==> src/rtl/data_mem_arbiter.sv <==
// Shares the single-port data memory between the MEM stage (priority) and an
// external burst port, with a starvation counter guaranteeing burst progress.

`ifndef DATA_MEM_ADDR_WIDTH
`define DATA_MEM_ADDR_WIDTH 8
`endif

module data_mem_arbiter #(
    parameter int ADDR_WIDTH   = `DATA_MEM_ADDR_WIDTH,
    parameter int LEN_WIDTH    = 4,
    parameter int STARVE_LIMIT = 4
) (
    input  logic                  clk,
    input  logic                  rst_n,
    input  logic                  cpu_req,
    input  logic                  cpu_we,
    input  logic [15:0]           cpu_addr,
    input  logic [15:0]           cpu_wdata,
    output logic [15:0]           cpu_rdata,
    output logic                  cpu_stall,
    input  logic                  ext_req,
    input  logic                  ext_we,
    input  logic [ADDR_WIDTH-1:0] ext_addr,
    input  logic [LEN_WIDTH-1:0]  ext_len,
    output logic                  ext_busy,
    output logic                  ext_wready,
    input  logic [15:0]           ext_wdata,
    output logic                  ext_rvalid,
    output logic [15:0]           ext_rdata,
    output logic                  ext_done,
    output logic [15:0]           mem_access_addr,
    output logic                  mem_write_en,
    output logic [15:0]           mem_write_data,
    input  logic [15:0]           mem_read_data
);

    typedef enum logic [1:0] {
        ST_IDLE,
        ST_BURST,
        ST_DONE
    } state_t;

    localparam logic [3:0] STARVE_MAX = 4'(STARVE_LIMIT);

    state_t                state_q, state_d;
    logic                  dir_q, dir_d;
    logic [ADDR_WIDTH-1:0] cur_addr_q, cur_addr_d;
    logic [LEN_WIDTH-1:0]  remaining_q, remaining_d;
    logic [3:0]            starve_cnt_q, starve_cnt_d;
    logic [15:0]           ext_rdata_q, ext_rdata_d;
    logic                  ext_rvalid_q, ext_rvalid_d;
    logic                  ext_slot;

    always_ff @(posedge clk or negedge rst_n) begin
        if (!rst_n) begin
            state_q      <= ST_IDLE;
            dir_q        <= 1'b0;
            cur_addr_q   <= '0;
            remaining_q  <= '0;
            starve_cnt_q <= '0;
            ext_rdata_q  <= '0;
            ext_rvalid_q <= 1'b0;
        end else begin
            state_q      <= state_d;
            dir_q        <= dir_d;
            cur_addr_q   <= cur_addr_d;
            remaining_q  <= remaining_d;
            starve_cnt_q <= starve_cnt_d;
            ext_rdata_q  <= ext_rdata_d;
            ext_rvalid_q <= ext_rvalid_d;
        end
    end

    // The burst gets the memory whenever the CPU is quiet, or once the CPU
    // has won STARVE_LIMIT cycles in a row.
    assign ext_slot = (state_q == ST_BURST) &&
                      (!cpu_req || (starve_cnt_q == STARVE_MAX));

    always_comb begin
        state_d      = state_q;
        dir_d        = dir_q;
        cur_addr_d   = cur_addr_q;
        remaining_d  = remaining_q;
        starve_cnt_d = starve_cnt_q;
        ext_rdata_d  = ext_rdata_q;
        ext_rvalid_d = 1'b0;

        case (state_q)
            ST_IDLE: begin
                if (ext_req) begin
                    dir_d        = ext_we;
                    cur_addr_d   = ext_addr;
                    remaining_d  = ext_len;
                    starve_cnt_d = '0;
                    state_d      = ST_BURST;
                end
            end
            ST_BURST: begin
                if (ext_slot) begin
                    cur_addr_d   = cur_addr_q + 1'b1;
                    starve_cnt_d = '0;
                    if (!dir_q) begin
                        ext_rdata_d  = mem_read_data;
                        ext_rvalid_d = 1'b1;
                    end
                    if (remaining_q == '0) begin
                        state_d = ST_DONE;
                    end else begin
                        remaining_d = remaining_q - 1'b1;
                    end
                end else if (starve_cnt_q != STARVE_MAX) begin
                    starve_cnt_d = starve_cnt_q + 1'b1;
                end
            end
            ST_DONE: begin
                state_d = ST_IDLE;
            end
            default: begin
                state_d = ST_IDLE;
            end
        endcase
    end

    always_comb begin
        mem_access_addr = cpu_addr;
        mem_write_en    = cpu_req & cpu_we;
        mem_write_data  = cpu_wdata;
        cpu_stall       = 1'b0;
        ext_wready      = 1'b0;
        if (ext_slot) begin
            mem_access_addr = 16'(cur_addr_q);
            mem_write_en    = dir_q;
            mem_write_data  = ext_wdata;
            cpu_stall       = cpu_req;
            ext_wready      = dir_q;
        end
    end

    assign cpu_rdata  = mem_read_data;
    assign ext_busy   = (state_q == ST_BURST) || (state_q == ST_DONE);
    assign ext_done   = (state_q == ST_DONE);
    assign ext_rvalid = ext_rvalid_q;
    assign ext_rdata  = ext_rdata_q;

endmodule

==> config.mk <==
export PLATFORM = sky130hd
export DESIGN_NAME = data_mem_arbiter
export DESIGN_NICKNAME = d
export VERILOG_FILES = /design/src/rtl/data_mem_arbiter.sv
export SDC_FILE = /design/constraint.sdc
export NUM_CORES = 1
export LEC_CHECK = 0
export CORE_MARGIN = 5
export CORE_UTILIZATION = 36
export CTS_CLUSTER_SIZE = 14
export DETAILED_ROUTE_END_ITERATION = 7
export PLACE_DENSITY_LB_ADDON = 0.2
export SYNTH_ARGS = -nofsm -noshare
export SYNTH_HDL_FRONTEND = slang
export SYNTH_SLANG_ARGS = --single-unit
==> constraint.sdc <==
create_clock -name clk -period 2.43 [get_ports clk]
set_input_delay 0.6075 -clock clk [delete_from_list [all_inputs] [get_ports clk]]
set_output_delay 0.6075 -clock clk [all_outputs]
set_load 0.01 [all_outputs]
Word-level counts from Yosys, hierarchy flattened
Cells that the tools add are included.
{"block": "totals", "reg_bits": 36, "latchBits": 0, "ram_bits": 0, "rom_bits": 0, "mem_count": 0}
{"block": "classes", "add_sub_neg": 3, "mul": 0, "div": 0, "order_cmp": 0, "n_eq_ne": 9, "n_shift": 0, "mux": 23, "bitwise": 2, "n_reduce_logical": 13}
{"operator": "16-bit two-way mux", "n": 2}
{"operator": "4-bit two-way mux", "n": 6}
{"operator": "8-bit two-way mux", "n": 2}
{"operator": "4-bit one-hot mux with 2 select lines", "n": 2}
{"operator": "8-bit one-hot mux with 2 select lines", "n": 1}
{"operator": "3-bit AND reduction", "n": 4}
{"operator": "8-bit by 1-bit adder with 8-bit output (second input constant)", "n": 1}
{"operator": "1-bit two-way mux", "n": 6}
{"operator": "2-bit two-way mux", "n": 3}
{"operator": "2-bit != test (second input constant)", "n": 3}
{"operator": "4-bit by 1-bit adder with 4-bit output (second input constant)", "n": 1}
{"operator": "4-bit by 3-bit == test with 1-bit output (second input constant)", "n": 1}
{"operator": "4-bit zero test", "n": 1}
{"operator": "4-bit by 3-bit != test with 1-bit output (second input constant)", "n": 1}
{"operator": "2-bit one-hot mux with 2 select lines", "n": 1}
{"operator": "4-bit AND reduction", "n": 1}
{"operator": "4-bit by 1-bit subtractor with 4-bit output (second input constant)", "n": 1}
{"operator": "3-bit by 2-bit != test with 1-bit output (second input constant)", "n": 1}
{"operator": "2-bit by 1-bit == test with 1-bit output (second input constant)", "n": 1}
{"operator": "2-bit == test (second input constant)", "n": 1}
{"operator": "2-bit zero test", "n": 1}
{"operator": "1-bit logical OR", "n": 2}
{"operator": "2-bit by 1-bit != test with 1-bit output (second input constant)", "n": 1}
{"operator": "2-bit AND reduction", "n": 1}
{"operator": "other kinds (5)", "n": 5}

Depth between registers and ports, before layout
{"block": "logic_depth", "word_depth": 5, "mapped_depth": 8, "ltp_nobuf": 6}

Least setup slack after synthesis
No wires, ideal clock.
{"block": "synth_path", "path_type": "flip-flop to output port", "start": "register starve_cnt_q[0]", "end": "output port mem_access_addr[0]", "arrival_ps": 1578, "path_slack_ps": 245, "stages_incl_launch_ff": 7, "n_path_buf": 1, "cell_sequence": "dfrtp_1 -> inv_1 -> ha_1 -> nand3b_4 -> a21oi_4 -> buf_2 -> mux2_2"}
{"block": "synth_between", "elab_chain_cells": 4}
{"element": "from (decl)", "line": "49", "rtl": "logic [3:0] starve_cnt_q, starve_cnt_d;"}
{"element": "from (signal assigned)", "line": "68", "rtl": "starve_cnt_q <= starve_cnt_d;"}
{"element": "4-bit by 3-bit == test with 1-bit output", "line": "77", "rtl": "(!cpu_req || (starve_cnt_q == STARVE_MAX));"}
{"element": "1-bit logical OR", "line": "77"}
{"element": "1-bit logical AND", "line": "76", "rtl": "assign ext_slot = (state_q == ST_BURST) &&"}
{"element": "16-bit two-way mux", "line": "130", "rtl": "if (ext_slot) begin"}
{"element": "to (decl)", "line": "31", "rtl": "output logic [15:0] mem_access_addr,"}
Every way passes these cells.

Worst setup path in the final report
{"block": "layout_path", "start": "register starve_cnt_q[1]", "end": "output port mem_write_data[6]"}
{"block": "layout_between", "elab_chain_cells": 4}
{"element": "4-bit by 3-bit == test with 1-bit output", "line": "77"}
{"element": "1-bit logical OR", "line": "77"}
{"element": "1-bit logical AND", "line": "76"}
{"element": "16-bit two-way mux", "line": "130"}
{"element": "to (decl)", "line": "33", "rtl": "output logic [15:0] mem_write_data,"}
Every way passes these cells.

==> results_dict.tcl <==
set metrics [dict create \
    dp_hpwl_um 5710 \
    p_per_area_nw_per_um2 953 \
    portBuffers 151 \
    crit_path_start_kind "flip-flop" \
    final_cell_mix "clkdlybuf4s50_1, dfrtp_1, buf_6, mux2_4" \
    yosys.area_share.simple 0.133 \
    violations "setup timing" \
    path_delay_family "buffers and inverters" \
    p_switching_mw 1.48 \
    hp-class "input pin to asynchronous set/reset pin" \
    fmax_mhz 385 \
    synthCells 217 \
    final_common_cell "clkdlybuf4s50_1" \
    fin_crit_sh 1.07 \
    outcome "finished, violations left" \
    clock_sinks 36 \
    start_util 0.366 \
    setup-violations-final 29 \
    cts_tree "yes" \
    htreeDepth 2 \
    netlist_top_cells_area "dfrtp_1, mux2_2, buf_4" \
    dpl.cell_count 436 \
    drive_gt1_frac 0.319 \
    rows 29 \
    yosys_warnings 0 \
    rsz0062_at_grt "true" \
    path_cells "inv_2 > ha_4 > nand3b_4 > a21oi_4 > buf_4 > buf_6 > mux2_2 > clkdlybuf4s15_2" \
    relSlewSlack 0.461 \
    syn-cell-area_um2 2300 \
    yosysTopAreaCell "dfrtp_1" \
    p_int_mw 2.60 \
    grt_max_degree 37 \
    synth_top_family_by_area "multiplexers" \
    drtIter0Drc 35 \
    critPathArrivalTime_ns 1.99 \
    skew_ns 0.00941 \
    gp_congestion 0.794 \
    clkSlewWorstSetupHoldPaths_ns 0.08 \
    ios 152 \
    combPwrFrac 0.624 \
    instances_no_fill 456 \
    synthXorXnorAreaFrac 0 \
    slowest_stage "dfrtp_1" \
    ant_nets 0 \
    pwr-share-clk 0.110 \
    period_needed_ns 2.60 \
    clock_path_buffers 2 \
    grt_usage 0.190 \
    power.share.switching 0.363 \
    drc_errors 0 \
    vias_per_cell 5.00 \
    post-route-util 0.682 \
    die_h_um 89.9 \
    final_hold_viol_count 0 \
    antenna_found_initial 0 \
    yosysTopAreaCellShare 0.392 \
    die_x_um 89.9 \
    core_um2 6280 \
    crit_type "flip-flop to output port" \
    fin_ws_ns -0.167 \
    ys_ff_latch 36 \
    grt_pass1_vias 2342 \
    cts_made_buffers 5 \
    rrSetupSlack_ns 0.43 \
    vias 2282 \
    worstPathRequired_ns 1.82 \
    report.final.slew_viol_count 0 \
    cp.buffers_inverters 4 \
    leakagePower_nw 1.85 \
    antenna_cells 0 \
    wirelength_um 7660 \
    syn_nets 307 \
    ir_worst_vdd_uv 494 \
    synth_fa_ha_area_frac 0.0435 \
    dieArea_um2 8080 \
    yosysSeqAreaShare 0.392 \
    endpoint_kind "output port" \
    synth_compound_area_frac 0.116 \
    seqPwrFrac 0.267 \
    slowest_delay_ns 0.40 \
    avgSynthCellArea_um2 10.6 \
    first_pass_iters 4 \
    overflow 0 \
    finalNetCount 468 \
    synth.distinct_cells 40 \
    insertion_delay_ns 0.29 \
    cp_max_fo 4 \
    muxShareOfSynthArea 0.224 \
    maxCapViolations 0 \
    tightestPinTransition_ns 0.809 \
    grt_pass1_wl_um 12600 \
    root_buffer "clkbuf_8" \
    wl_per_cell_um 16.8 \
    syn_to_final_growth_pct 86.2 \
]
-- state kept, by name, summed over array words and instances (netlist names) --
signal,cells
starve_cnt_q,4
dir_q,1
remaining_q,4
ext_rvalid,1
state_q,2
ext_rdata,16
cur_addr_q,8
-- final cells by class --
class                           count  area (um^2)
Fill cell                         500         2000
Timing Repair Buffer              180         1860
Clock buffer                        6         82.6
Clock inverter                      2         10.0
Tap cell                           77         96.3
Multi-Input combinational cell    146         1300
Sequential cell                    36          901
Inverter                            9         33.8
-- path summary, 6_finish.rpt --
kind	to	cells after the start	from
max	mem_write_data[6]	8	starve_cnt_q[1]$_DFFE_PN0P_
min	cur_addr_q[2]$_DFFE_PN0P_	1	rst_n
max reg2reg	ext_rdata[0]$_DFFE_PN0P_	9	starve_cnt_q[1]$_DFFE_PN0P_
min reg2reg	ext_rdata[3]$_DFFE_PN0P_	1	ext_rdata[3]$_DFFE_PN0P_
max in group asynchronous	ext_rdata[10]$_DFFE_PN0P_	1	rst_n
min in group clk	ext_rdata[3]$_DFFE_PN0P_	1	ext_rdata[3]$_DFFE_PN0P_
-- synthesized netlist by cell type (all sizes together) --
cell and number:
nand3b 2, a2bb2oi 3, o21bai 1, o32ai 3, o2bb2ai 3, nand2b 4, and3 4, o22ai 3
dfrtp 36, a22oi 1, and3b 1, or4 1, a211oi 1, or3 1, clkbuf 3, mux2i 2
mux2 44, nand3 10, a21oi 11, a31oi 2, nor2 3, inv 9, nand4 1, and4 2
and2 1, o21ai 10, o31ai 1, nor2b 9, nor3 5, nand2 9, buf 23, ha 8
-- kinds of logic after synthesis --
logic type,Yosys count
mux,46
compound gates,39
flops,36
buf+inv,35
simple gates,53
fa+ha+maj,8
-- what timing repair did --
| action | CTS | global route |
|---|---|---|
| pin swaps | 2 | 0 |
| cloned | 3 | 0 |
| setup endpoints to repair | 35 | 34 |
| buffers inserted | 9 | 3 |
| gates resized for setup | 178 | 8 |
| hold buffers | 0 | 0 |
-- power by group through the flow --
| stage | clock network, mW | logic [mW] | registers, mW |
|---|---|---|---|
| 6_report | 0.447 | 2.55 | 1.09 |
| 5_1_grt | 0.491 | 2.77 | 1.13 |
| 4_1_cts | 0.464 | 2.58 | 1.08 |
| 3_5_place_dp | 0 | 2.24 | 1.09 |
| 3_3_place_gp | 0 | 2.20 | 1.07 |
| 2_1_floorplan | 0 | 1.13 | 1.13 |
-- per-layer routing --
metal  part of all wire  up-vias  GRT usage  wire, um
li1                   -     1098          -         -
met1               0.42     1076      0.228      3240
met2               0.49       98      0.330      3780
met3              0.072       10     0.0609       554
met4              0.012        0     0.0397        89
met5                  0        -          0         0
-- stage by stage --
stage	setup WS [ns]	hold slack (ns)	power [mW]	TNS [ns]	area, um^2
detailed placement	-0.530	0.475	3.33	-15.52	3880
CTS	-0.163	0.433	4.12	-3.58	4290
global placement	-0.512	0.467	3.27	-15.04	3880
finish	-0.167	0.402	4.08	-2.78	4280
global route	-0.259	0.483	4.39	-5.69	4280
floorplan	0.245	0.312	2.26	0	2300
Power figures use the tool's default switching activity.
